[src/rtl/task1_s_init_if.sv]
// Board-level I/O bundle for the ARC4 stage-1 block.
//   SW        : switches; SW[7:0] select the S[] entry shown on the display
//   HEX0..5   : 7-segment digits, active-low {g..a}
//   LEDR      : LEDs; LEDR[0] = fill done
// master = board/bench side (drives SW), slave = design side.
interface task1_s_init_if;
  logic [9:0] SW;
  logic [6:0] HEX0, HEX1, HEX2, HEX3, HEX4, HEX5;
  logic [9:0] LEDR;

  modport master (output SW,
                  input  HEX0, HEX1, HEX2, HEX3, HEX4, HEX5, LEDR);
  modport slave  (input  SW,
                  output HEX0, HEX1, HEX2, HEX3, HEX4, HEX5, LEDR);
endinterface

[src/rtl/task1_s_init.sv]
// ARC4 stage 1: after reset, fill the 256x8 state memory S with the identity
// permutation (S[i] = i), then raise done on LEDR[0].
// A debug readback shows S[SW[7:0]] on HEX1:HEX0 once the fill is done.
//   CLOCK_50 : clock, all logic on rising edge
//   KEY[3]   : synchronous active-high reset; KEY[2:0] ignored
//   io       : SW in, HEX0..HEX5 / LEDR out (see task1_s_init_if)
module task1_s_init (
  input  logic       CLOCK_50,
  input  logic [3:0] KEY,
  task1_s_init_if.slave io
);

  localparam logic [6:0] BLANK = 7'h7F;

  typedef enum logic {FILL, DONE} state_t;

  logic       rst;
  state_t     state;
  logic [8:0] i;
  logic       done;
  logic [6:0] hex0_q, hex1_q;
  logic [7:0] rd_data;
  logic       we;
  logic [7:0] mem [256];

  assign rst = KEY[3];

  // Ignored board inputs.
  logic unused_inputs;
  assign unused_inputs = ^{KEY[2:0], io.SW[9:8]};

  function automatic logic [6:0] seg7(input logic [3:0] n);
    case (n)
      4'h0: seg7 = 7'h40;
      4'h1: seg7 = 7'h79;
      4'h2: seg7 = 7'h24;
      4'h3: seg7 = 7'h30;
      4'h4: seg7 = 7'h19;
      4'h5: seg7 = 7'h12;
      4'h6: seg7 = 7'h02;
      4'h7: seg7 = 7'h78;
      4'h8: seg7 = 7'h00;
      4'h9: seg7 = 7'h10;
      4'hA: seg7 = 7'h08;
      4'hB: seg7 = 7'h03;
      4'hC: seg7 = 7'h46;
      4'hD: seg7 = 7'h21;
      4'hE: seg7 = 7'h06;
      default: seg7 = 7'h0E;
    endcase
  endfunction

  // Write is blocked during reset so a reset coinciding with the final
  // write never half-completes a pass.
  assign we = (state == FILL) && !rst;

  // Inferred RAM: one write port (fill), one synchronous read port (SW).
  // Contents survive reset on purpose; the next fill rewrites them.
  always_ff @(posedge CLOCK_50) begin
    if (we) mem[i[7:0]] <= i[7:0];
    rd_data <= mem[io.SW[7:0]];
  end

  // Control FSM with registered display outputs.
  always_ff @(posedge CLOCK_50) begin
    if (rst) begin
      state  <= FILL;
      i      <= '0;
      done   <= 1'b0;
      hex0_q <= BLANK;
      hex1_q <= BLANK;
    end else begin
      case (state)
        FILL: begin
          i <= i + 9'd1;
          // Last write of the pass: stop here so the counter never wraps.
          if (i == 9'd255) begin
            state <= DONE;
            done  <= 1'b1;
          end
        end
        DONE: ;
        default: state <= FILL;
      endcase
      // Display stays blank until S is fully populated.
      if (done) begin
        hex0_q <= seg7(rd_data[3:0]);
        hex1_q <= seg7(rd_data[7:4]);
      end else begin
        hex0_q <= BLANK;
        hex1_q <= BLANK;
      end
    end
  end

  assign io.HEX0 = hex0_q;
  assign io.HEX1 = hex1_q;
  assign io.HEX2 = BLANK;
  assign io.HEX3 = BLANK;
  assign io.HEX4 = BLANK;
  assign io.HEX5 = BLANK;
  assign io.LEDR = {9'b0, done};

endmodule

[src/flat_wrapper.sv]
// flat-port wrapper written by rule: the top's interface ports become plain ports
module task1_s_init_flat 
  (CLOCK_50, KEY, io_SW, io_HEX0, io_HEX1, io_HEX2, io_HEX3, io_HEX4, io_HEX5, io_LEDR);
  task1_s_init_if io_i ();
  input  logic CLOCK_50;
  input  logic [3:0] KEY;
  input wire logic [$bits(io_i.SW)-1:0] io_SW;
  output wire logic [$bits(io_i.HEX0)-1:0] io_HEX0;
  output wire logic [$bits(io_i.HEX1)-1:0] io_HEX1;
  output wire logic [$bits(io_i.HEX2)-1:0] io_HEX2;
  output wire logic [$bits(io_i.HEX3)-1:0] io_HEX3;
  output wire logic [$bits(io_i.HEX4)-1:0] io_HEX4;
  output wire logic [$bits(io_i.HEX5)-1:0] io_HEX5;
  output wire logic [$bits(io_i.LEDR)-1:0] io_LEDR;
  assign io_i.SW = io_SW;
  assign io_HEX0 = io_i.HEX0;
  assign io_HEX1 = io_i.HEX1;
  assign io_HEX2 = io_i.HEX2;
  assign io_HEX3 = io_i.HEX3;
  assign io_HEX4 = io_i.HEX4;
  assign io_HEX5 = io_i.HEX5;
  assign io_LEDR = io_i.LEDR;
  task1_s_init u_core (.CLOCK_50(CLOCK_50), .KEY(KEY), .io(io_i));
endmodule
[config.mk]
export PLATFORM = sky130hd
export DESIGN_NAME = task1_s_init_flat
export DESIGN_NICKNAME = d
export VERILOG_FILES = /design/src/rtl/task1_s_init_if.sv /design/src/rtl/task1_s_init.sv /design/src/flat_wrapper.sv
export SDC_FILE = /design/constraint.sdc
export NUM_CORES = 2
export LEC_CHECK = 0
export ABC_AREA = 1
export CAP_MARGIN = 10
export CORE_UTILIZATION = 50
export DETAILED_ROUTE_END_ITERATION = 7
export PLACE_DENSITY_LB_ADDON = 0.05
export SLEW_MARGIN = 10
export SYNTH_ARGS = -nofsm -noshare
export SYNTH_HDL_FRONTEND = slang
export SYNTH_SLANG_ARGS = --single-unit
[constraint.sdc]
create_clock -name CLOCK_50 -period 9.7 [get_ports CLOCK_50]
set_input_delay 1.94 -clock CLOCK_50 [delete_from_list [all_inputs] [get_ports CLOCK_50]]
set_output_delay 1.94 -clock CLOCK_50 [all_outputs]
set_load 0.1 [all_outputs]
==> insert_results.sql <==
INSERT INTO impl_metrics (metric_group, metric, value, unit) VALUES
('synthesis', 'cell_with_the_most_instances_after_synthesis', 'nand2_1', ''),
('setup_path', 'cpMaxStageDelayCell', 'buf_4', ''),
('setup_path', 'crit_path_max_fanout', '72', ''),
('timing', 'clock_skew', '0.0176', 'ns'),
('timing', 'max_freq', '188', 'MHz'),
('clock_tree', 'cell_chosen_for_the_clock_root', 'clkbuf_16', ''),
('synthesis', 'synthesis.yosys.warnings', '0', ''),
('finish', 'final_area', '92700', 'um^2'),
('finish', 'synthToLayoutAreaGrowth', '9.04', '%'),
('setup_path', 'crit_top_cell', 'nand3_1', ''),
('setup_path', 'startpoint_type', 'primary input', ''),
('routing', 'wl_per_cell', '24.5', 'um'),
('clock_tree', 'postCtsSetupRepairBufs', '0', ''),
('setup_path', 'criticalPathCategory', 'primary input to flip-flop', ''),
('global_routing', 'grt_max_degree', '206', ''),
('job', 'maxCapViolCount', '0', ''),
('setup_path', 'critPathArrivalTime', '6.02', 'ns'),
('floorplan', 'die-area', '172000', 'um^2'),
('clock_tree', 'post_cts_resize_count', '0', ''),
('place', 'dp_slack', '3.58', 'ns'),
('setup_path', 'gate_family_responsible_for_the_most_delay_along_the_worst_path', 'buffers and inverters', ''),
('global_routing', 'number_of_antenna_violations_at_the_first_check_in_global_routing', '4', ''),
('clock_tree', 'cts_buffer_depth', '3', ''),
('floorplan', 'row_count', '150', ''),
('floorplan', 'floorplan.initialDensity', '50.6', '%'),
('timing', 'setup-violations-final', '0', ''),
('routing', 'detail-route-antenna-nets', '0', ''),
('routing', 'met1Wirelength', '99.8', 'mm'),
('routing', 'via_per_inst', '5.76', ''),
('global_routing', 'globalRoute.totalOverflow', '0', ''),
('setup_path', 'timing.critical_path.to_type', 'flip-flop', ''),
('global_routing', 'first_global_vias', '50463', ''),
('place', 'dpl-instance-area', '86100', 'um^2'),
('routing', 'drt_pre_antenna_iters', '6', ''),
('routing', 'route.vias.total', '54055', ''),
('setup_path', 'worstPathBufferInverterCount', '4', ''),
('synthesis', 'most_frequently_used_flop_master_after_synthesis', 'edfxtp_1', ''),
('finish', 'nNetsFinal', '7040', ''),
('timing', 'part_of_the_cycle_the_worst_path_needs', '54.7', '%'),
('synthesis', 'cell_area_after_synthesis', '85000', 'um^2'),
('clock_tree', 'cts_inserted_buffers', '212', ''),
('timing', 'tightest_pin_transition', '1.21', 'ns'),
('routing', 'detail_route.wirelength', '230', 'mm'),
('pwr', 'peakVddDrop', '208', 'uV'),
('setup_path', 'crit_path_cell_trace', 'buf_8 > buf_4 > buf_4 > buf_4 > nand3_1 > nand3_1 > nand3_1 > nand3_1 > nand3_1 > nand3_1 > nand2_1 > nand2_1 > nand2_1', ''),
('synthesis', 'post-synth-top-area-cell', 'edfxtp_1', ''),
('floorplan', 'core', '168000', 'um^2'),
('synthesis', 'fraction_of_synthesis_flops_using_an_asynchronous_set_or_reset_pin', '0', '%'),
('timing', 'slew_violations', '0', ''),
('setup_path', 'critical_path.max_stage_delay', '0.85', 'ns'),
('worst_hold_path', 'holdCritPathClass', 'flip-flop to flip-flop', ''),
('clock_tree', 'htreeDepth', '4', ''),
('synthesis', 'edff_count_synth', '2048', ''),
('routing', 'highest_layer', 'met5', ''),
('setup_path', 'timing.critical_path.required', '10.42', 'ns'),
('synthesis', 'ys_types', '26', ''),
('synthesis', 'syn_inst', '7192', ''),
('pwr', 'total_leakage_power', '32.9', 'nW'),
('clock_tree', 'clock_insertion_delay_worst_skew', '0.84', 'ns'),
('pwr', 'power_density_over_the_cells', '202', 'nW/um^2'),
('place', 'place.port_buffers', '24', ''),
('timing', 'final.setup.tns', '0', 'ns'),
('global_routing', 'grt.total_usage', '26.4', '%'),
('timing', 'hold_viol', '0', ''),
('floorplan', 'design.portCount', '67', ''),
('routing', 'dr.first_iter.drc_count', '6099', ''),
('global_routing', 'wire_length_of_the_first_global_routing_pass', '337', 'mm'),
('outcome', 'status', 'complete, no violations', ''),
('synthesis', 'synth_top_area_share', '72.4', '%'),
('routing', 'met2WireLength', '107', 'mm'),
('clock_tree', 'postCtsHoldBufs', '0', '');
[kinds of logic (layout without fill, tap and decap cells)]
group | after synthesis | count (layout) | synth area share [%]
AND/OR/NAND/NOR | 4466 | 4466 | 22.7
flip-flops | 2081 | 2081 | 73.1
buffers and inverters | 585 | 541 | 3.60
AO/OA/AOI/OAI | 41 | 41 | 0.275
adder cells (fa/ha/maj) | 17 | 17 | 0.250
other | 2 | 40 | 0.00884
[layer usage]
metal  GRT usage (%)  vias up
li1                -    25050
met1            37.8    26784
met2            41.3     1875
met3            4.40      344
met4            8.94        2
met5               0        -
[stage by stage]
stage	cells	total power, mW	hold slack [ns]
global route	9387	19.3	0.545
global placement	8998	11.1	0.473
CTS	9387	18.9	0.496
detailed placement	8998	11.1	0.482
finish	9390	18.8	0.506
floorplan	7227	10.8	0.454
[where the power goes]
part	switching (mW)	internal, mW
clock	3.36	4.50
combinational	0.802	0.227
sequential	0.0360	9.83
total	4.20	14.6
[state kept, by name (all words and copies together), names as in the netlist]
signal / count
u_core.mem: 2048
u_core.i: 9
u_core.rd_data: 8
u_core.io.HEX0: 7
u_core.io.HEX1: 7
u_core.done: 1
u_core.state: 1
[placed cells by master (no fill, tap or decap), drive strengths merged]
cell type / n
clkinv: 98
buf: 74
nand2: 2143
a21oi: 12
nor2: 293
clkbuf: 271
a311o: 1
nand3: 2027
o211ai: 3
a21o: 1
o31ai: 3
diode: 3
nor3b: 2
ha: 17
o21ai: 18
inv: 65
o311ai: 1
dfxtp: 33
nor4: 1
edfxtp: 2048
conb: 37
clkdlybuf4s50: 18
bufinv: 15
a31oi: 2
[path summary, 6_finish.rpt]
check	start	to	slack, ns	cells past startpoint
worst max register to register	u_core.i[1]	u_core.mem[15][6]	5.13	8
worst min-delay path	u_core.i[8]	u_core.i[8]	0.51	2
worst min register to register	u_core.i[8]	u_core.i[8]	0.51	2
worst max-delay path	io_SW[1]	u_core.rd_data[7]	4.39	13
[worst min-delay path: stages (launching register included)]
cell and delay (ns):
dfxtp_1 0.32, a21oi_1 0.06, nor2_1 0.08
[final cells by class]
class | instances | area, um^2
multi-input combinational | 4561 | 19900
clock buffer | 271 | 5690
timing repair buffer | 92 | 918
fill | 14042 | 75300
antenna | 3 | 7.51
clock inverter | 118 | 905
tap | 2204 | 2760
inverter | 60 | 259
sequential | 2081 | 62200
Power figures use the tool's default switching activity.
